## config.mk

```make
export PLATFORM = sky130hd
export DESIGN_NAME = hv_wdg_reg_scan
export DESIGN_NICKNAME = d
export VERILOG_FILES = /design/src/rtl/hv_wdg_reg_scan.sv
export SDC_FILE = /design/constraint.sdc
export NUM_CORES = 1
export LEC_CHECK = 0
export CORE_ASPECT_RATIO = 2
export CORE_UTILIZATION = 38
export CTS_CLUSTER_SIZE = 10
export DETAILED_ROUTE_END_ITERATION = 6
export SYNTH_ARGS = -nofsm -noshare
export SYNTH_HDL_FRONTEND = slang
export SYNTH_SLANG_ARGS = --single-unit
```

## constraint.sdc

```tcl
create_clock -name i_clk -period 3.2 [get_ports i_clk]
set_input_delay 0.64 -clock i_clk [delete_from_list [all_inputs] [get_ports i_clk]]
set_output_delay 0.64 -clock i_clk [all_outputs]
set_load 0.02 [all_outputs]
```

## src/rtl/hv_wdg_reg_scan.sv

```systemverilog
// rtl/hv_wdg_reg_scan.sv - watchdog register scanner with CRC-8 check and ack timeout
//
// Purpose:
//   Walks the register window [i_scan_start_addr .. i_scan_end_addr] one read
//   at a time through the register access controller's watchdog-scan port,
//   recomputes CRC-8 (poly 0x07, init 0x00, MSB first, no reflection, no final
//   XOR) over {addr, data} and compares it with the stored CRC. CRC mismatches
//   and missing acknowledges are reported as sticky flags with the first error
//   address and a saturating error count.
//
// Ports:
//   i_clk, i_rst              clock, synchronous active-high reset
//   i_scan_en                 scan enable (level)
//   i_scan_start_addr         first address of the window
//   i_scan_end_addr           last address of the window
//   i_scan_intv               idle cycles before each read
//   i_err_clr                 clears sticky flags, error address and counter (pulse)
//   o_wdg_scan_rac_rd_req     read request, held until ack or timeout
//   o_wdg_scan_rac_addr       read address
//   i_rac_wdg_scan_ack        read acknowledge (one-cycle pulse)
//   i_rac_wdg_scan_data       read data, valid with ack
//   i_rac_wdg_scan_crc        stored CRC, valid with ack
//   o_scan_crc_err            sticky CRC mismatch flag
//   o_scan_tmo_err            sticky acknowledge-timeout flag
//   o_scan_err_addr           address of the first error since the last clear
//   o_scan_err_cnt            saturating error count
//   o_scan_done               one-cycle pulse per completed window pass

module hv_wdg_reg_scan #(
  parameter int REG_AW      = 7,
  parameter int REG_DW      = 8,
  parameter int REG_CRC_W   = 8,
  parameter int TIMEOUT_CYC = 64,
  parameter int INTV_W      = 16
) (
  input  logic                 i_clk,
  input  logic                 i_rst,
  input  logic                 i_scan_en,
  input  logic [REG_AW-1:0]    i_scan_start_addr,
  input  logic [REG_AW-1:0]    i_scan_end_addr,
  input  logic [INTV_W-1:0]    i_scan_intv,
  input  logic                 i_err_clr,
  output logic                 o_wdg_scan_rac_rd_req,
  output logic [REG_AW-1:0]    o_wdg_scan_rac_addr,
  input  logic                 i_rac_wdg_scan_ack,
  input  logic [REG_DW-1:0]    i_rac_wdg_scan_data,
  input  logic [REG_CRC_W-1:0] i_rac_wdg_scan_crc,
  output logic                 o_scan_crc_err,
  output logic                 o_scan_tmo_err,
  output logic [REG_AW-1:0]    o_scan_err_addr,
  output logic [7:0]           o_scan_err_cnt,
  output logic                 o_scan_done
);

  localparam int TCNT_W = (TIMEOUT_CYC > 1) ? $clog2(TIMEOUT_CYC) : 1;
  localparam logic [TCNT_W-1:0] TCNT_LAST = TCNT_W'(TIMEOUT_CYC - 1);
  localparam int MSG_W = REG_AW + REG_DW;
  localparam logic [REG_CRC_W-1:0] CRC_POLY = REG_CRC_W'(7);

  typedef enum logic [1:0] {
    S_IDLE,
    S_WAIT,
    S_REQ,
    S_CHK
  } state_t;

  state_t                r_state;
  state_t                w_state_nxt;

  logic [REG_AW-1:0]     r_addr;
  logic [INTV_W-1:0]     r_intv_cnt;
  logic [TCNT_W-1:0]     r_tcnt;
  logic [REG_DW-1:0]     r_data;
  logic [REG_CRC_W-1:0]  r_crc;
  logic                  r_rd_req;
  logic                  r_done;
  logic                  r_crc_err;
  logic                  r_tmo_err;
  logic [REG_AW-1:0]     r_err_addr;
  logic [7:0]            r_err_cnt;
  logic                  r_tmo_pend;
  logic [REG_AW-1:0]     r_tmo_addr;

  logic                  w_ack_hit;
  logic                  w_tmo_hit;
  logic [REG_CRC_W-1:0]  w_crc_calc;
  logic                  w_crc_bad;
  logic                  w_adv;
  logic                  w_wrap;
  logic [REG_AW-1:0]     w_addr_nxt;
  logic                  w_err_ev;
  logic [REG_AW-1:0]     w_ev_addr;
  logic                  w_any_err;

  // Bit-serial CRC, MSB of the message first.
  function automatic logic [REG_CRC_W-1:0] crc_calc(input logic [MSG_W-1:0] msg);
    logic [REG_CRC_W-1:0] c;
    c = '0;
    for (int i = MSG_W - 1; i >= 0; i--) begin
      c = {c[REG_CRC_W-2:0], 1'b0} ^ ((c[REG_CRC_W-1] ^ msg[i]) ? CRC_POLY : '0);
    end
    return c;
  endfunction

  // Ack takes priority over a timeout landing in the same cycle.
  assign w_ack_hit = (r_state == S_REQ) && i_rac_wdg_scan_ack;
  assign w_tmo_hit = (r_state == S_REQ) && !i_rac_wdg_scan_ack && (r_tcnt == TCNT_LAST);

  assign w_crc_calc = crc_calc({r_addr, r_data});
  assign w_crc_bad  = (r_state == S_CHK) && (w_crc_calc != r_crc);

  // Address advances after every finished read (checked or timed out).
  // An inverted window collapses to the start address and counts as a full pass.
  assign w_adv      = w_tmo_hit || (r_state == S_CHK);
  assign w_wrap     = (r_addr == i_scan_end_addr) || (i_scan_start_addr > i_scan_end_addr);
  assign w_addr_nxt = w_wrap ? i_scan_start_addr : (r_addr + REG_AW'(1));

  // A timeout is recorded one cycle after the request drops, from a captured
  // copy of the address. A timeout always passes through WAIT before the next
  // CHK, so the two error sources never collide.
  assign w_err_ev  = w_crc_bad || r_tmo_pend;
  assign w_ev_addr = w_crc_bad ? r_addr : r_tmo_addr;
  assign w_any_err = r_crc_err || r_tmo_err;

  always_ff @(posedge i_clk) begin
    if (i_rst) begin
      r_state <= S_IDLE;
    end else begin
      r_state <= w_state_nxt;
    end
  end

  always_comb begin
    w_state_nxt = r_state;
    case (r_state)
      S_IDLE: begin
        if (i_scan_en) begin
          w_state_nxt = S_WAIT;
        end
      end
      S_WAIT: begin
        if (!i_scan_en) begin
          w_state_nxt = S_IDLE;
        end else if (r_intv_cnt == '0) begin
          w_state_nxt = S_REQ;
        end
      end
      // Enable is not looked at here: an issued request always runs to ack or timeout.
      S_REQ: begin
        if (w_ack_hit) begin
          w_state_nxt = S_CHK;
        end else if (w_tmo_hit) begin
          w_state_nxt = S_WAIT;
        end
      end
      S_CHK: begin
        w_state_nxt = S_WAIT;
      end
      default: begin
        w_state_nxt = S_IDLE;
      end
    endcase
  end

  always_ff @(posedge i_clk) begin
    if (i_rst) begin
      r_addr     <= '0;
      r_intv_cnt <= '0;
      r_tcnt     <= '0;
      r_data     <= '0;
      r_crc      <= '0;
      r_rd_req   <= 1'b0;
      r_done     <= 1'b0;
      r_tmo_pend <= 1'b0;
      r_tmo_addr <= '0;
    end else begin
      r_rd_req   <= (w_state_nxt == S_REQ);
      r_done     <= w_adv && w_wrap;
      r_tmo_pend <= w_tmo_hit;
      if (w_tmo_hit) begin
        r_tmo_addr <= r_addr;
      end
      case (r_state)
        S_IDLE: begin
          if (i_scan_en) begin
            r_addr     <= i_scan_start_addr;
            r_intv_cnt <= i_scan_intv;
          end
        end
        S_WAIT: begin
          r_tcnt <= '0;
          if (i_scan_en && (r_intv_cnt != '0)) begin
            r_intv_cnt <= r_intv_cnt - INTV_W'(1);
          end
        end
        S_REQ: begin
          if (w_ack_hit) begin
            r_data <= i_rac_wdg_scan_data;
            r_crc  <= i_rac_wdg_scan_crc;
          end else if (w_tmo_hit) begin
            r_addr     <= w_addr_nxt;
            r_intv_cnt <= i_scan_intv;
          end else begin
            r_tcnt <= r_tcnt + TCNT_W'(1);
          end
        end
        S_CHK: begin
          r_addr     <= w_addr_nxt;
          r_intv_cnt <= i_scan_intv;
        end
        default: begin
          r_tcnt <= '0;
        end
      endcase
    end
  end

  // Error bookkeeping. A new error beats a simultaneous clear: the clear wipes
  // the old history and the new error becomes the first one.
  always_ff @(posedge i_clk) begin
    if (i_rst) begin
      r_crc_err  <= 1'b0;
      r_tmo_err  <= 1'b0;
      r_err_addr <= '0;
      r_err_cnt  <= '0;
    end else if (w_err_ev) begin
      if (i_err_clr) begin
        r_crc_err  <= w_crc_bad;
        r_tmo_err  <= r_tmo_pend;
        r_err_addr <= w_ev_addr;
        r_err_cnt  <= 8'd1;
      end else begin
        r_crc_err <= r_crc_err | w_crc_bad;
        r_tmo_err <= r_tmo_err | r_tmo_pend;
        if (!w_any_err) begin
          r_err_addr <= w_ev_addr;
        end
        if (r_err_cnt != 8'hFF) begin
          r_err_cnt <= r_err_cnt + 8'd1;
        end
      end
    end else if (i_err_clr) begin
      r_crc_err  <= 1'b0;
      r_tmo_err  <= 1'b0;
      r_err_addr <= '0;
      r_err_cnt  <= '0;
    end
  end

  assign o_wdg_scan_rac_rd_req = r_rd_req;
  assign o_wdg_scan_rac_addr   = r_addr;
  assign o_scan_crc_err        = r_crc_err;
  assign o_scan_tmo_err        = r_tmo_err;
  assign o_scan_err_addr       = r_err_addr;
  assign o_scan_err_cnt        = r_err_cnt;
  assign o_scan_done           = r_done;

endmodule

```

After elaboration in Yosys (flattened, before gate mapping) --
Cells that the tools add are included.
Operators by class: add/sub/neg operators 4, order comparisons 1, equality and inequality tests 14, muxes and demuxes 48, bitwise gates (word level) 30, reduce and logical (&&, ||, !) cells 24
Operators with widths (count):
- $xor 8x3->8 | 10
- $mux 16 | 4
- $pmux 16 s4 | 1
- $mux 7 | 9
- $mux 3 | 15
- $mux 8 | 4
- $pmux 7 s3 | 1
- $logic_not 16->1 | 1
- $reduce_bool 16->1 | 1
- $sub 16x1->16 const B | 1
- $mux 6 | 2
- $ne 2x2->1 const B | 6
- $pmux 6 s2 | 1
- $mux 2 | 5
- $xor 1x1->1 | 9
- $add 8x1->8 const B | 1
- $ne 8x8->1 | 1
- $ne 8x8->1 const B | 1
- $pmux 2 s4 | 1
- $reduce_and 4->1 | 2
- $add 7x1->7 const B | 1
- $eq 7x7->1 | 1
- $gt 7x7->1 | 1
- $xor 7x3->7 | 1
- other kinds (18) | 41
Word-level totals: bits in registers 74, bits of input ports 51, output and inout bits 26

Depth between registers and ports, before layout --
Gate-level depths: netlist (run 1).
word-level depth 40, depth in mapped cells 12, mapped depth without buffers 10

Least setup slack after synthesis (run 1) --
No wires, ideal clock.
path kind register -> register, start point reg r_addr[4] (netlist: o_wdg_scan_rac_addr[4]), end point reg r_err_addr[0] (netlist: o_scan_err_addr[0]), arrival time 2.645 ns, path slack 0.467 ns, stages on the path, launching flop included 10, buffers on the path 0, path through dfxtp_1 -> ha_1 -> xnor3_1 -> xnor3_1 -> or3_1 -> a22oi_2 -> o21a_2 -> a21oi_4 -> nand3b_1 -> a311oi_2
On the way: cells in the longest elaborated chain, start to end 25
RTL lines:
- start, declared | RTL line 70 | logic [REG_AW-1:0] r_addr;
- start signal, assigned | RTL line 186 | r_addr <= i_scan_start_addr;
- start signal, assigned | RTL line 201 | r_addr <= w_addr_nxt;
- start signal, assigned | RTL line 208 | r_addr <= w_addr_nxt;
- $xor 1x1->1 * | RTL line 100 | c = {c[REG_CRC_W-2:0], 1'b0} ^ ((c[REG_CRC_W-1] ^ msg[i]) ? CRC_POLY : '0);
- $mux 3 * | RTL line 100
- $xor 5x3->5 * | RTL line 100
- $xor 6x3->6 * | RTL line 100
- $xor 7x3->7 * | RTL line 100
- $xor 8x3->8 * (3 in a row) | RTL line 100
- $xor 1x1->1 | RTL line 100
- $mux 3 | RTL line 100
- [... 7 more ...]
- $mux 3 | RTL line 100
- $xor 8x3->8 * | RTL line 100
- $ne 8x8->1 * | RTL line 110 | assign w_crc_bad = (r_state == S_CHK) && (w_crc_calc != r_crc);
- $logic_and 1x1->1 * | RTL line 110
- $mux 7 | RTL line 122 | assign w_ev_addr = w_crc_bad ? r_addr : r_tmo_addr;
- $mux 7 | RTL line 235 | if (!w_any_err) begin
- $mux 7 | RTL line 227 | if (i_err_clr) begin
- $mux 7 | RTL line 226 | end else if (w_err_ev) begin
- end signal, assigned | RTL line 230 | r_err_addr <= w_ev_addr;
- end signal, assigned | RTL line 236 | r_err_addr <= w_ev_addr;
- end, declared | RTL line 79 | logic [REG_AW-1:0] r_err_addr;
Mark *: on every way between the ends. The rest lies on a longest branch, timed or not. The select of a mux whose other input is x is not followed. A chain may end at the register's enable or synchronous reset.

Worst setup path in the final report (run 1) --
start point reg r_addr[5] (netlist: o_wdg_scan_rac_addr[5]), end point reg r_err_addr[6] (netlist: o_scan_err_addr[6])
On the way: cells in the longest elaborated chain, start to end 26
RTL lines (RTL line):
- $xor 1x1->1 * | 100
- $mux 3 * | 100
- $xor 4x3->4 * | 100
- $xor 5x3->5 * | 100
- $xor 6x3->6 * | 100
- $xor 7x3->7 * | 100
- $xor 8x3->8 * (2 in a row) | 100
- $xor 1x1->1 or $xor 8x3->8 (tied branches) | 100
- [... 9 more ...]
- $mux 3 or $xor 8x3->8 (tied branches) | 100
- $xor 8x3->8 * | 100
- $ne 8x8->1 * | 110
- $logic_and 1x1->1 * | 110
- $mux 7 | 122
- $mux 7 | 235
- $mux 7 | 227
- $mux 7 | 226
Marked as above.

==> results of run 1 <==
[Yosys cell counts (12+ instances only)]
cell,count,area (um2)
nand3_1,15,75.07
o21ai_0,24,120.1
dfxtp_1,74,1481
inv_1,14,52.55
clkbuf_1,20,75.07
nor2_1,45,168.9
nor3_1,13,65.06
xor2_1,12,105.1
xnor2_1,15,131.4
nand2_1,87,326.6
a21oi_1,51,255.2
ha_1,15,187.7
[worst min-delay path, cell delays in order (launching register included)]
cell	delay [ns]
dfxtp_1	0.31
nand2_1	0.05
a21oi_1	0.05
[cell usage in the layout, fill, tap and decap left out, types with 13 or more instances in the layout]
cell             count
a21oi_1             51
buf_4               15
clkdlybuf4s50_1     75
dfxtp_1             74
ha_1                15
inv_1               14
nand2_1             87
nand3_1             15
nor2_1              45
nor3_1              13
o21ai_0             24
xnor2_1             15
[cells by family (layout without fill, tap and decap cells)]
kind of cell    Yosys count  count (layout)  synth area share
fa+ha+maj                15              15           0.04252
mux                       1               1          0.002268
flops                    74              74            0.3356
xor+xnor                 38              38            0.1043
buf+inv                  46             121           0.04734
simple gates            231             231            0.2554
compound gates          138             138            0.2126
[final timing paths]
| check | startpoint | endpoint | slack, ns | cells past startpoint |
|---|---|---|---|---|
| setup reg to reg | o_wdg_scan_rac_addr[5] | o_scan_err_addr[6] | 0.36 | 9 |
| setup / recovery | o_wdg_scan_rac_addr[5] | o_scan_err_addr[6] | 0.36 | 9 |
| hold / removal | r_tmo_addr[4] | r_tmo_addr[4] | 0.46 | 2 |
| hold reg to reg | r_tmo_addr[4] | r_tmo_addr[4] | 0.46 | 2 |
[sequential cells by signal, summed over array words and instances, names as in the netlist, 2 cells and up]
register,flops
r_intv_cnt,16
o_scan_err_cnt,8
r_crc,8
r_data,8
o_scan_err_addr,7
o_wdg_scan_rac_addr,7
r_tmo_addr,7
r_tcnt,6
r_state,2
[routing by layer]
layer | routed length (um) | vias to the layer above
met5 | 0 | -
met3 | 379 | 22
li1 | - | 2061
met4 | 322 | 0
met2 | 6913 | 96
met1 | 4164 | 1960
[through the flow]
| step | util | std cells | setup WS [ns] |
|---|---|---|---|
| 3_5_place_dp | 0.4700 | 744 | 0.007419 |
| 3_3_place_gp | 0.4700 | 744 | 0.09721 |
| 5_1_grt | 0.5012 | 760 | 0.1681 |
| 4_1_cts | 0.5012 | 760 | 0.3015 |
| 6_report | 0.5012 | 760 | 0.3553 |
| 2_1_floorplan | - | 543 | 0.4671 |
[power by group through the flow]
| stage | clock (W) | sequential, W | combinational [W] |
|---|---|---|---|
| 2_1_floorplan | 0 | 0.00101 | 0.000375 |
| 3_3_place_gp | 0 | 0.00101 | 0.000558 |
| 3_5_place_dp | 0 | 0.00101 | 0.000566 |
| 4_1_cts | 0.00121 | 0.000988 | 0.000568 |
| 5_1_grt | 0.00126 | 0.000992 | 0.000621 |
| 6_report | 0.00119 | 0.000989 | 0.000565 |
[final cells by class]
class / count / area, um2 / share of cell area
Clock buffer: 10 / 239.0 / 0.04225
Tap cell: 142 / 177.7 / 0.03141
Sequential cell: 74 / 1481 / 0.2619
Timing Repair Buffer: 91 / 868.3 / 0.1535
Inverter: 14 / 52.55 / 0.009290
Clock inverter: 6 / 113.9 / 0.02013
Multi-Input combinational cell: 423 / 2724 / 0.4815
==> results_dict.tcl, run 1 <==
set metrics [dict create \
    slowest_stage "dfxtp_1" \
    clock_latency_ns 0.34 \
    gr-max-usage-layer "met2" \
    post_dp_cell_area_um2 5304 \
    final_cell_area_um2 5657 \
    die_w_um 78.21 \
    numPortBuffers 76 \
    ant_nets 0 \
    path_cells "ha_1 > xnor3_1 > xnor3_1 > or3_1 > a22oi_2 > o21a_2 > a21oi_4 > nand3b_1 > a311oi_2" \
    min_period_ns 2.845 \
    rsz0062_at_grt "no" \
    setup_tns_ns 0 \
    finalPower_w 0.002740 \
    p_leak_nw 2.048 \
    pwr-share-clk 0.433 \
    path_delay_family "compound AO/OA/AOI/OAI gates" \
    syn_nets 609 \
    grt_max_degree 51 \
    max_slew_margin 0.3833 \
    nFillCells 1113 \
    finClkSkew_ns 0.003491 \
    yosys.cell_types.count 61 \
    hpwl_um 9201 \
    drc 0 \
    synth_area_per_cell_um2 8.129 \
    synth_area_um2 4414 \
    synth_edf_count 0 \
    tightest_slew_ns 0.9250 \
    areaGrowthSynthToFinish_pct 28.15 \
    dominantRegCellSynth "dfxtp_1" \
    max_stage_delay_ns 0.49 \
    grt_use_met2 0.4169 \
    use_met1 0.1861 \
    syn_inst 543 \
    yosysWarnings 0 \
    critPathBufInv 0 \
    cts-buffers-inserted 9 \
    fp.coreArea_um2 11290 \
    worstPathArrival_ns 3.09 \
    cpMostUsedCell "xnor3_1" \
    via_per_inst 5.446 \
    die_height_um 154.4 \
    slew_viol_final 0 \
    cp_max_fo 18 \
    worst_setup_path_end_kind "flop" \
    holdCritPathClass "flop to flop" \
    path_clk_slew_ns 0.06 \
    intPower_w 0.002009 \
    ys_ff_latch 74 \
    cts.sink_count 74 \
    grt_pass1_wl_um 19260 \
    ys_seq_area_frac 0.3356 \
    drt_iter0_markers 182 \
    antenna_cells 0 \
    wl_per_cell_um 15.50 \
    gr-total-overflow 0 \
    rows 55 \
    start_util 0.3911 \
    whs_ns 0.4591 \
    async_flop_share 0 \
    gp_congestion 0.8520 \
    status "finished clean" \
    startpoint_type "flop" \
    cts_resized 0 \
    ir_drop_mv 0.2749 \
    layout.nets 679 \
    finalSetupViolations 0 \
    final-hold-violation-count 0 \
    grt_use_total 0.2032 \
    via_count 4139 \
    swShare 0.2668 \
    postCtsSetupRepairBufs 0 \
    cap_viol_max_count 0 \
    ctsHtreeMaxLevel 3 \
    met3_usage 0.03717 \
    cts_root_buf "clkbuf_16" \
    grt_pass1_vias 4105 \
    io-pin-count 77 \
    antenna_found_initial 0 \
    cts_hold_buf 0 \
    p_comb_frac 0.206 \
    drive_gt1_frac 0.1019 \
    p_sw_w 0.0007311 \
    seqPwrFrac 0.361 \
    clock_path_buffers 2 \
    powerDensity_nw_per_um2 484.3 \
    required_ns 3.45 \
    wirelength_um 11780 \
    max_freq_ghz 0.3515 \
    cts_tree "yes" \
    firstDrtPassIters 4 \
    period_share 0.8890 \
    dieArea_um2 12080 \
    critPathKind "flop to flop" \
]
Power figures use the tool's default switching activity.
==> run 2: changes to the inputs <==
--- a/config.mk
+++ b/config.mk
@@ -5,7 +5,7 @@
 export SDC_FILE = /design/constraint.sdc
 export NUM_CORES = 1
 export LEC_CHECK = 0
-export CORE_ASPECT_RATIO = 2
+export CORE_ASPECT_RATIO = 1.2
 export CORE_UTILIZATION = 38
 export CTS_CLUSTER_SIZE = 10
 export DETAILED_ROUTE_END_ITERATION = 6
==> run 2 against run 1 <==
Sequential share of layout area down 0.052 points; critical path type unchanged; count of clock-buffer cells in the layout unchanged; register-to-register slack worse by 0.08 ns; highest routed layer unchanged; design area up 0.20%.
==> results_dict.tcl, run 2 (synthesis gave the netlist of run 1 again) <==
set metrics [dict create \
    finalSetupViolations 0 \
    intPower_w 0.002005 \
    grt_max_degree 32 \
    start_util 0.3944 \
    period_share 0.9145 \
    regMostFlops "r_intv_cnt" \
    min_period_ns 2.927 \
    cts-buffers-inserted 9 \
    setup_tns_ns 0 \
    p_leak_nw 2.051 \
    antenna_found_initial 0 \
    io-pin-count 77 \
    postCtsSetupRepairBufs 0 \
    pwr-share-clk 0.427 \
    gr-total-overflow 0 \
    cts_root_buf "clkbuf_16" \
    p_comb_frac 0.208 \
    rows 42 \
    required_ns 3.44 \
    largest_reg_flops 16 \
    critPathKind "flop to flop" \
    max_stage_delay_ns 0.47 \
    clock_path_buffers 2 \
    drive_gt1_frac 0.1019 \
    seqPwrFrac 0.366 \
    ctsHtreeMaxLevel 3 \
    final-hold-violation-count 0 \
    via_count 4065 \
    cts.sink_count 74 \
    worstPathArrival_ns 3.17 \
    path_delay_family "compound AO/OA/AOI/OAI gates" \
    numPortBuffers 76 \
    p_sw_w 0.0006997 \
    hpwl_um 8108 \
    grt_use_total 0.1894 \
    ant_nets 0 \
    wirelength_um 10750 \
    firstDrtPassIters 4 \
    grt_pass1_vias 3873 \
    slowest_stage "dfxtp_1" \
    fp.coreArea_um2 11190 \
    cts_hold_buf 0 \
    ff2ff_setup_slack_ns 0.27 \
    dieArea_um2 12050 \
    powerDensity_nw_per_um2 477.2 \
    layout.nets 680 \
    final_common_cell "nand2_1" \
    finClkSkew_ns 0.008902 \
    final_cell_mix "nand2_1, clkdlybuf4s50_1, dfxtp_1" \
    wl_per_cell_um 13.92 \
    die_w_um 100.4 \
    rsz0062_at_grt "no" \
    critPathBufInv 0 \
    slew_viol_final 0 \
    die_height_um 120.1 \
    tightest_slew_ns 0.7669 \
    clock_latency_ns 0.33 \
    gp_congestion 0.8175 \
    whs_ns 0.4612 \
    cts_resized 0 \
    ir_drop_mv 0.2545 \
    holdCritPathClass "flop to flop" \
    drt_iter0_markers 180 \
    antenna_cells 0 \
    drc 0 \
    cap_viol_max_count 0 \
    startpoint_type "flop" \
    areaGrowthSynthToFinish_pct 28.40 \
    cts_tree "yes" \
    status "finished clean" \
    worst_setup_path_end_kind "flop" \
    path_cells "ha_1 > xnor2_1 > xnor3_1 > or3_1 > a22oi_2 > o21a_2 > a21oi_4 > nand3b_1 > a311oi_2" \
    cp_max_fo 18 \
    grt_pass1_wl_um 18220 \
    via_per_inst 5.266 \
    path_clk_slew_ns 0.06 \
    max_freq_ghz 0.3417 \
    swShare 0.2587 \
    max_slew_margin 0.4887 \
]
## run 2: layout make-up
type	count	area (um2)
flip-flops and latches	74	1481
clock buffers	10	239.0
inverters	14	52.55
well taps	154	192.7
fillers	1103	5525
clock inverters	5	102.6
multi-input cells	423	2724
repair buffers	92	875.8
## run 2: worst paths after layout
check,startpoint,end,depth (start not counted)
worst max register to register,o_wdg_scan_rac_addr[2],o_scan_err_addr[5],9
worst max-delay path,o_wdg_scan_rac_addr[2],o_scan_err_addr[5],9
worst min register to register,r_tmo_addr[0],r_tmo_addr[0],2
worst min-delay path,r_tmo_addr[0],r_tmo_addr[0],2
## run 2: worst reg2reg max path, stage by stage (launching register included)
cell,delay (ns)
dfxtp_1,0.47
ha_1,0.30
xnor2_1,0.28
xnor3_1,0.38
or3_1,0.32
a22oi_2,0.21
o21a_2,0.25
a21oi_4,0.14
nand3b_1,0.21
a311oi_2,0.28
## run 2: routing by layer
metal / vias up / share of wire / track usage / wire length [um]
li1: 2068 / - / - / -
met1: 1899 / 0.46 / 0.2350 / 4945
met2: 92 / 0.50 / 0.3326 / 5361
met3: 6 / 0.033 / 0.03145 / 360
met4: 0 / 0.0075 / 0.05616 / 81
met5: - / 0 / 0 / 0
## run 2: per-stage QoR
step / std cells / power (W) / utilization / setup WS (ns) / instance area [um2]
2_1_floorplan: 543 / 0.001388 / - / 0.4671 / 4414
3_3_place_gp: 757 / 0.001561 / 0.4759 / 0.1325 / 5326
3_5_place_dp: 757 / 0.001571 / 0.4759 / 0.09540 / 5326
4_1_cts: 772 / 0.002734 / 0.5064 / 0.2579 / 5668
5_1_grt: 772 / 0.002840 / 0.5064 / 0.09386 / 5668
6_report: 772 / 0.002705 / 0.5064 / 0.2734 / 5668
## run 2: power groups by stage
stage	logic (W)	registers (W)	clock network (W)
after global routing	0.000619	0.000994	0.00123
after CTS	0.000565	0.000989	0.00118
final	0.000562	0.000989	0.00115
after detailed placement	0.000562	0.00101	0
after floorplan	0.000375	0.00101	0
after global placement	0.000553	0.00101	0
==> run 3: changes to the inputs <==
--- a/config.mk
+++ b/config.mk
@@ -5,10 +5,12 @@
 export SDC_FILE = /design/constraint.sdc
 export NUM_CORES = 1
 export LEC_CHECK = 0
+export CAP_MARGIN = 20
 export CORE_ASPECT_RATIO = 1.2
 export CORE_UTILIZATION = 38
 export CTS_CLUSTER_SIZE = 10
 export DETAILED_ROUTE_END_ITERATION = 6
+export PLACE_DENSITY = 0.65
 export SYNTH_ARGS = -nofsm -noshare
 export SYNTH_HDL_FRONTEND = slang
 export SYNTH_SLANG_ARGS = --single-unit
==> run 3 against run 2 <==
First-iteration DRC count is 27% lower; critical path depth stayed put; sequential share of layout area is 0.22 points higher; sequential power hardly changed; count of clock-buffer cells in the layout is 2 higher; final cell count is 0.13% lower; clock power is 13% lower; fmax is 0.23% higher; global-route usage is 0.071 points lower; setup slack better by 0.0068 ns; largest power group unchanged; non-clock buffer count stayed put.
==> results_dict.tcl, run 3 (synthesis gave the netlist of run 1 again) <==
set metrics [dict create \
    status "finished clean" \
    setup_tns_ns 0 \
    wirelength_um 10820 \
    finalSetupViolations 0 \
    finalNonFillerCells 771 \
    gr-total-overflow 0 \
    ir_drop_mv 0.2693 \
    wl_met2_um 5360 \
    worst_setup_path_end_kind "flop" \
    cts_tree "yes" \
    drive_gt1_frac 0.09887 \
    fp.coreArea_um2 11190 \
    path_cells "ha_1 > xnor2_1 > xnor3_1 > or3_1 > a22oi_2 > o21a_2 > a21oi_4 > nand3b_1 > a311oi_2" \
    postCtsSetupRepairBufs 0 \
    dieArea_um2 12050 \
    drc 0 \
    grt_max_degree 44 \
    drt_iter0_markers 132 \
    final_cell_area_um2 5620 \
    powerDensity_nw_per_um2 453.0 \
    die_w_um 100.4 \
    post_dp_cell_area_um2 5326 \
    tightest_slew_ns 0.8404 \
    gp_congestion 0.8642 \
    max_slew_margin 0.4397 \
    largest_reg_flops 16 \
    min_period_ns 2.920 \
    intPower_w 0.001866 \
    nFillCells 1082 \
    final-hold-violation-count 0 \
    path_clk_slew_ns 0.05 \
    critPathKind "flop to flop" \
    final_cell_mix "nand2_1, clkdlybuf4s50_1, dfxtp_1" \
    period_share 0.9124 \
    slew_viol_final 0 \
    pwr-share-clk 0.391 \
    worstPathArrival_ns 3.16 \
    dp_slack_ns 0.07600 \
    layout_setup_ws_ns 0.2802 \
    cp_max_fo 18 \
    swShare 0.2671 \
    wl_met1_um 4964 \
    clock_latency_ns 0.33 \
    slowest_stage "dfxtp_1" \
    grt_pass1_vias 3998 \
    antenna_cells 0 \
    dp.cells 757 \
    io-pin-count 77 \
    ant_nets 0 \
    grt_pass1_wl_um 18230 \
    required_ns 3.44 \
    cts_hold_buf 0 \
    numPortBuffers 76 \
    firstDrtPassIters 4 \
    rows 42 \
    layout.nets 680 \
    grt_use_total 0.1887 \
    wl_per_cell_um 14.03 \
    met3_length_um 392 \
    antenna_found_initial 0 \
    p_sw_w 0.0006802 \
    max_stage_delay_ns 0.46 \
    critPathBufInv 0 \
    start_util 0.3944 \
    die_height_um 120.1 \
    via_count 4057 \
    max_freq_ghz 0.3425 \
    rsz0062_at_grt "no" \
    cts_resized 0 \
    ctsHtreeMaxLevel 3 \
    whs_ns 0.4560 \
    cts-buffers-inserted 9 \
    seqPwrFrac 0.389 \
    cts_root_buf "clkbuf_16" \
    holdCritPathClass "flop to flop" \
    top_layer "met4" \
    p_comb_frac 0.220 \
    p_leak_nw 2.028 \
    hpwl_um 8050 \
    via_per_inst 5.262 \
    startpoint_type "flop" \
    clock_path_buffers 2 \
    areaGrowthSynthToFinish_pct 27.32 \
    path_delay_family "compound AO/OA/AOI/OAI gates" \
    cap_viol_max_count 0 \
    regMostFlops "r_intv_cnt" \
    cts.sink_count 74 \
    finClkSkew_ns 0.006123 \
    final_common_cell "nand2_1" \
]
run 3: cell types whose count changed in the layout (fill, tap and decap cells not counted):
cell       previous run  this run
bufinv_16             3         1
clkbuf_1              0         1
clkbuf_8              1         2
clkinv_2              1         0
run 3: path summary, 6_finish.rpt:
check	end	slack, ns	cells after the start	from
worst max-delay path	o_scan_err_addr[1]	0.28	9	o_wdg_scan_rac_addr[2]
worst min-delay path	r_tmo_addr[2]	0.46	2	r_tmo_addr[2]
worst max register to register	o_scan_err_addr[1]	0.28	9	o_wdg_scan_rac_addr[2]
worst min register to register	r_tmo_addr[2]	0.46	2	r_tmo_addr[2]
run 3: final cells by class:
cell class                      instances  area, um2  share of cell area
Sequential cell                        74       1481              0.2636
Tap cell                              154      192.7             0.03428
Inverter                               14      52.55            0.009350
Clock buffer                           12      256.5             0.04564
Multi-Input combinational cell        423       2724              0.4846
Clock inverter                          2      37.54            0.006679
Timing Repair Buffer                   92      875.8              0.1558
run 3: metal layers:
metal	GRT usage	vias up
met1	0.2335	1875
li1	-	2072
met3	0.02446	9
met5	0	-
met4	0.07337	0
met2	0.3292	101
run 3: stage by stage:
step / power [W] / util
4_1_cts: 0.002569 / 0.5021
3_5_place_dp: 0.001567 / 0.4759
3_3_place_gp: 0.001557 / 0.4759
2_1_floorplan: 0.001388 / -
5_1_grt: 0.002671 / 0.5021
6_report: 0.002546 / 0.5021
run 3: power by group through the flow:
| stage | combinational (W) | clock (W) | sequential [W] |
|---|---|---|---|
| global route | 0.000619 | 0.00106 | 0.000995 |
| floorplan | 0.000375 | 0 | 0.00101 |
| finish | 0.000561 | 0.000996 | 0.000990 |
| detailed placement | 0.000558 | 0 | 0.00101 |
| CTS | 0.000563 | 0.00102 | 0.000990 |
| global placement | 0.000549 | 0 | 0.00101 |
run 3: worst min-delay path: stages, from the launching register on:
cell and delay, ns:
dfxtp_1 0.31, nand2_1 0.05, a21oi_1 0.05
==> RTL change 1: new RTL, flow settings as in run 3 <==
`REG_DW`: 8 -> 6.
--- a/src/rtl/hv_wdg_reg_scan.sv
+++ b/src/rtl/hv_wdg_reg_scan.sv
@@ -28,7 +28,7 @@
 
 module hv_wdg_reg_scan #(
   parameter int REG_AW      = 7,
-  parameter int REG_DW      = 8,
+  parameter int REG_DW      = 6,
   parameter int REG_CRC_W   = 8,
   parameter int TIMEOUT_CYC = 64,
   parameter int INTV_W      = 16
Interface: changed (resized i_rac_wdg_scan_data); port bits go from 77 to 75. The function was not compared with the original's and may differ.
==> RTL change 1 against run 3 <==
The run now ends with DRC left. Area after synthesis down 4.7%. Die area down 4.7%. Design area down 5.3%. Sequential cell count down 2. Worst setup slack better by 0.15 ns. Clock power down 4.4%. Critical path depth down 2. Non-clock buffer count down 6. Power down 4.6%. Count of clock-buffer cells in the layout down 1. Maximum frequency up 5.5%. Final cell count down 7.7%. Routed wire length down 6.7%. Largest power group is now sequential cells.
==> RTL change 1: results (changes against run 3) <==
stage;metric;value;unit;change
pwr;powerComb;0.516;mW;-8.0%
timing;fin_skew;0.00875;ns;+0.00262 ns
place;placed_area;5040;µm²;-5.4%
detailed_routing;post-route-drc-count;2;;+2
pwr;p_switching;0.687;mW;+0.97%
worst_setup_path;worstPathArrival;3.04;ns;-0.12 ns
pwr;swShare;0.283;;+0.0156
pwr;worst_ir_drop_vdd;275;µV;+2.1%
run_status;status;finished, violations left;;
worst_setup_path;rrSetupSlack;0.43;ns;+0.15 ns
place;port_buffers;74;;-2.6%
layout;fill_cells;1032;;-4.6%
global_routing;met3_usage;0.0404;;+0.0159
timing;slew_headroom;0.397;;-0.0427
run_status;violations;DRC;;
logic_synthesis;synth_area_leaders;dfxtp_1, nand2_1, ha_1, a21oi_1, nor2_1;;
worst_setup_path;ff2ff_path_depth;7;;-2
layout;post-route-util;0.501;;-0.000651
logic_synthesis;syn-num-nets;574;;-5.7%
detailed_routing;m1WireLength;4.71;mm;-5.1%
place;hpwl;7.35;mm;-8.7%
pwr;p_leak;2.01;nW;-1.1%
place;globalplace.congestion;0.820;;-5.1%
detailed_routing;dr.first_iter.drc_count;138;;+4.5%
global_routing;met1_usage;0.217;;-0.0168
detailed_routing;met3WireLength;384;µm;-2.0%
global_routing;grt_pass1_vias;3599;;-10%
layout;nNetsFinal;642;;-5.6%
## RTL change 1: worst min path at each step
stage / start / to / slack (ns) / cells past startpoint
6_report: r_crc[7]$_SDFFE_PP0P_ / r_crc[7]$_SDFFE_PP0P_ / 0.47 / 2
5_1_grt: r_data[1]$_SDFFE_PP0P_ / r_data[1]$_SDFFE_PP0P_ / 0.49 / 2
4_1_cts: r_crc[7]$_SDFFE_PP0P_ / r_crc[7]$_SDFFE_PP0P_ / 0.48 / 2
3_5_place_dp: r_crc[0]$_SDFFE_PP0P_ / r_crc[0]$_SDFFE_PP0P_ / 0.47 / 2
3_3_place_gp: r_crc[4]$_SDFFE_PP0P_ / r_crc[4]$_SDFFE_PP0P_ / 0.46 / 2
2_1_floorplan: r_crc[5]$_SDFFE_PP0P_ / r_crc[5]$_SDFFE_PP0P_ / 0.45 / 2
## RTL change 1: area by class of cell
| cell class | count | share of cell area |
|---|---|---|
| multi-input cells | 392 | 0.479 |
| flip-flops and latches | 72 | 0.271 |
| repair buffers | 86 | 0.155 |
| clock buffers | 11 | 0.0475 |
| well taps | 129 | 0.0303 |
| inverters | 17 | 0.0120 |
| clock inverters | 5 | 0.00587 |
## RTL change 1: critical path, cell delays in order, from the launching register on
cell and delay (ns):
dfxtp_1 0.56, xnor3_2 0.58, xor2_1 0.21, mux2i_1 0.38
nor4b_1 0.13, a21o_2 0.31, or4_1 0.48, nand2_1 0.07
## RTL change 1: cell families after synthesis
logic type,Yosys count,share of synthesized area
AND/OR/NAND/NOR,199,0.226
AO/OA/AOI/OAI,133,0.207
multiplexers,14,0.0348
XOR/XNOR,31,0.0937
adder cells (fa/ha/maj),15,0.0446
flip-flops,72,0.343
buffers and inverters,46,0.0512
==> RTL change 2: new RTL, config.mk and constraints of run 3 <==
Without the edit above. Reset style: asynchronous (`i_rst`), changed in 3 clocked blocks. Comments in the files are not updated.
--- a/src/rtl/hv_wdg_reg_scan.sv
+++ b/src/rtl/hv_wdg_reg_scan.sv
@@ -122,7 +122,7 @@
   assign w_ev_addr = w_crc_bad ? r_addr : r_tmo_addr;
   assign w_any_err = r_crc_err || r_tmo_err;
 
-  always_ff @(posedge i_clk) begin
+  always_ff @(posedge i_clk or posedge i_rst) begin
     if (i_rst) begin
       r_state <= S_IDLE;
     end else begin
@@ -162,7 +162,7 @@
     endcase
   end
 
-  always_ff @(posedge i_clk) begin
+  always_ff @(posedge i_clk or posedge i_rst) begin
     if (i_rst) begin
       r_addr     <= '0;
       r_intv_cnt <= '0;
@@ -217,7 +217,7 @@
 
   // Error bookkeeping. A new error beats a simultaneous clear: the clear wipes
   // the old history and the new error becomes the first one.
-  always_ff @(posedge i_clk) begin
+  always_ff @(posedge i_clk or posedge i_rst) begin
     if (i_rst) begin
       r_crc_err  <= 1'b0;
       r_tmo_err  <= 1'b0;
Behaviour: differs if i_rst is asserted again (counterexample within 4 cycles, from zero or initial values and one cycle with i_rst high); with i_rst held inactive, the same outputs for 10 cycles.
==> RTL change 2 against run 3 <==
Area after synthesis is 1.7% higher. Sequential cell count stayed put. Clock skew is 0.00056 ns higher. Hold slack better by 0.054 ns. Worst setup slack worse by 0.085 ns. Power is 7.4% higher. Routed wire length is 0.63% lower. Design area is 3.6% higher. Critical path type unchanged. Largest power group is now sequential cells. Highest routed layer unchanged.
==> RTL change 2: results (changes against run 3) <==
stage;metric;value;unit;change
timing;tightest_slew;0.736;ns;-0.105 ns
detailed_routing;vias;3736;;-7.9%
layout;multiInputGateArea;2490;µm²;-8.4%
layout;nNetsFinal;605;;-11%
detailed_routing;post-route-drc-count;0;;unchanged
logic_synthesis;synth_compound_area_frac;0.162;;-0.0503
pwr;combPwrFrac;0.245;;+0.025
pwr;internal_power;1.93;mW;+3.3%
global_routing;grt_usage;0.189;;+0.000303
worst_setup_path;worstPathArrival;3.23;ns;+0.07 ns
worst_setup_path;regToRegEndpoint;o_scan_err_cnt[2]$_DFFE_PP0P_;;
worst_setup_path;rrSetupSlack;0.19;ns;-0.09 ns
logic_synthesis;syn-num-nets;518;;-15%
pwr;seqPwrFrac;0.379;;-0.010
timing;holdWs;0.510;ns;+0.0544 ns
layout;fin_cells;700;;-9.2%
logic_synthesis;synthArstFlopShare;1.00;;+1.00
global_routing;grt_pass1_wl;18.2;mm;about the same
logic_synthesis;muxShareOfSynthArea;0.0811;;+0.0789
worst_setup_path;crit_path_top_delay_cell;dfrtp_2;;
place;placed_area;5510;µm²;+3.5%
min_path;min_from;r_intv_cnt[8]$_DFFE_PP0P_;;
cts;cts_max_level;3;;unchanged
worst_setup_path;path_max_fanout;15;;-3
layout;fill_cells;1120;;+3.5%
min_path;hold_depth;2;;unchanged
detailed_routing;dr.first_iter.drc_count;201;;+52%
run_status;status;finished clean;;
global_routing;grt_max_degree;75;;+70%
worst_setup_path;rr_startpoint;o_wdg_scan_rac_addr[5]$_DFFE_PP0P_;;
place;globalplace.congestion;0.876;;+1.4%
place;hpwl;7.86;mm;-2.3%
pwr;worst_ir_drop_vdd;255;µV;-5.1%
place;dp_cells;684;;-9.6%
place;place_ws;-0.0586;ns;-0.135 ns
min_path;whs_endpoint;r_intv_cnt[8]$_DFFE_PP0P_;;
pwr;p_leak;2.54;nW;+25%
logic_synthesis;synthAdderAreaFrac;0.0446;;+0.00209
logic_synthesis;synth_xor_area_frac;0.0956;;-0.00869
timing;min_period_over_period;0.939;;+0.0266
pwr;swShare;0.295;;+0.0282
global_routing;grt_pass1_vias;3877;;-3.0%
layout;layout-drive-gt1-share;0.149;;+0.0503
worst_setup_path;ff2ff_path_depth;10;;+1
logic_synthesis;synth_common_cells;dfrtp_1, nor2_1, o21ai_0, nand2_1, mux2_2;;
logic_synthesis;avgSynthCellArea;9.95;µm²;+22%
detailed_routing;routed_wl;10.7;mm;-0.63%
layout;antenna_cells;0;;unchanged
place;port_buffers;76;;unchanged
timing;fin_skew;0.00668;ns;+0.000561 ns
logic_synthesis;synth_ff_type;dfrtp_1;;
logic_synthesis;synth_area_leaders;dfrtp_1, mux2_2, ha_1, o21ai_0, xnor2_1;;
logic_synthesis;ys_seq_area_frac;0.413;;+0.0770
global_routing;antenna_found_initial;0;;unchanged
## RTL change 2: cells by family (layout without fill, tap and decap cells)
kind of cell	after synthesis	after routing
flip-flops	74	74
AND/OR/NAND/NOR	153	153
multiplexers	30	30
AO/OA/AOI/OAI	106	106
XOR/XNOR	37	37
adder cells (fa/ha/maj)	16	16
buffers and inverters	35	127
## RTL change 2: critical path: cells and delay by family (launching register included)
family	cells	cell delay (ns)
AO/OA/AOI/OAI	4	0.78
adder cells (fa/ha/maj)	1	0.31
flip-flops	1	0.47
AND/OR/NAND/NOR	2	0.46
XOR/XNOR	2	0.67
buffers and inverters	1	0.22
## RTL change 2: final cells by class
class                   count  share of cell area
clock inverters             7              0.0133
clock buffers               9              0.0387
flip-flops and latches     74               0.318
well taps                 157              0.0337
repair buffers             95               0.157
inverters                  16              0.0103
multi-input cells         342               0.428
## RTL change 2: metal layers
metal  wire (µm)  global-route usage
met4         178              0.0634
met3         459              0.0357
met5           0                   0
met1        4700               0.235
met2        5410               0.327
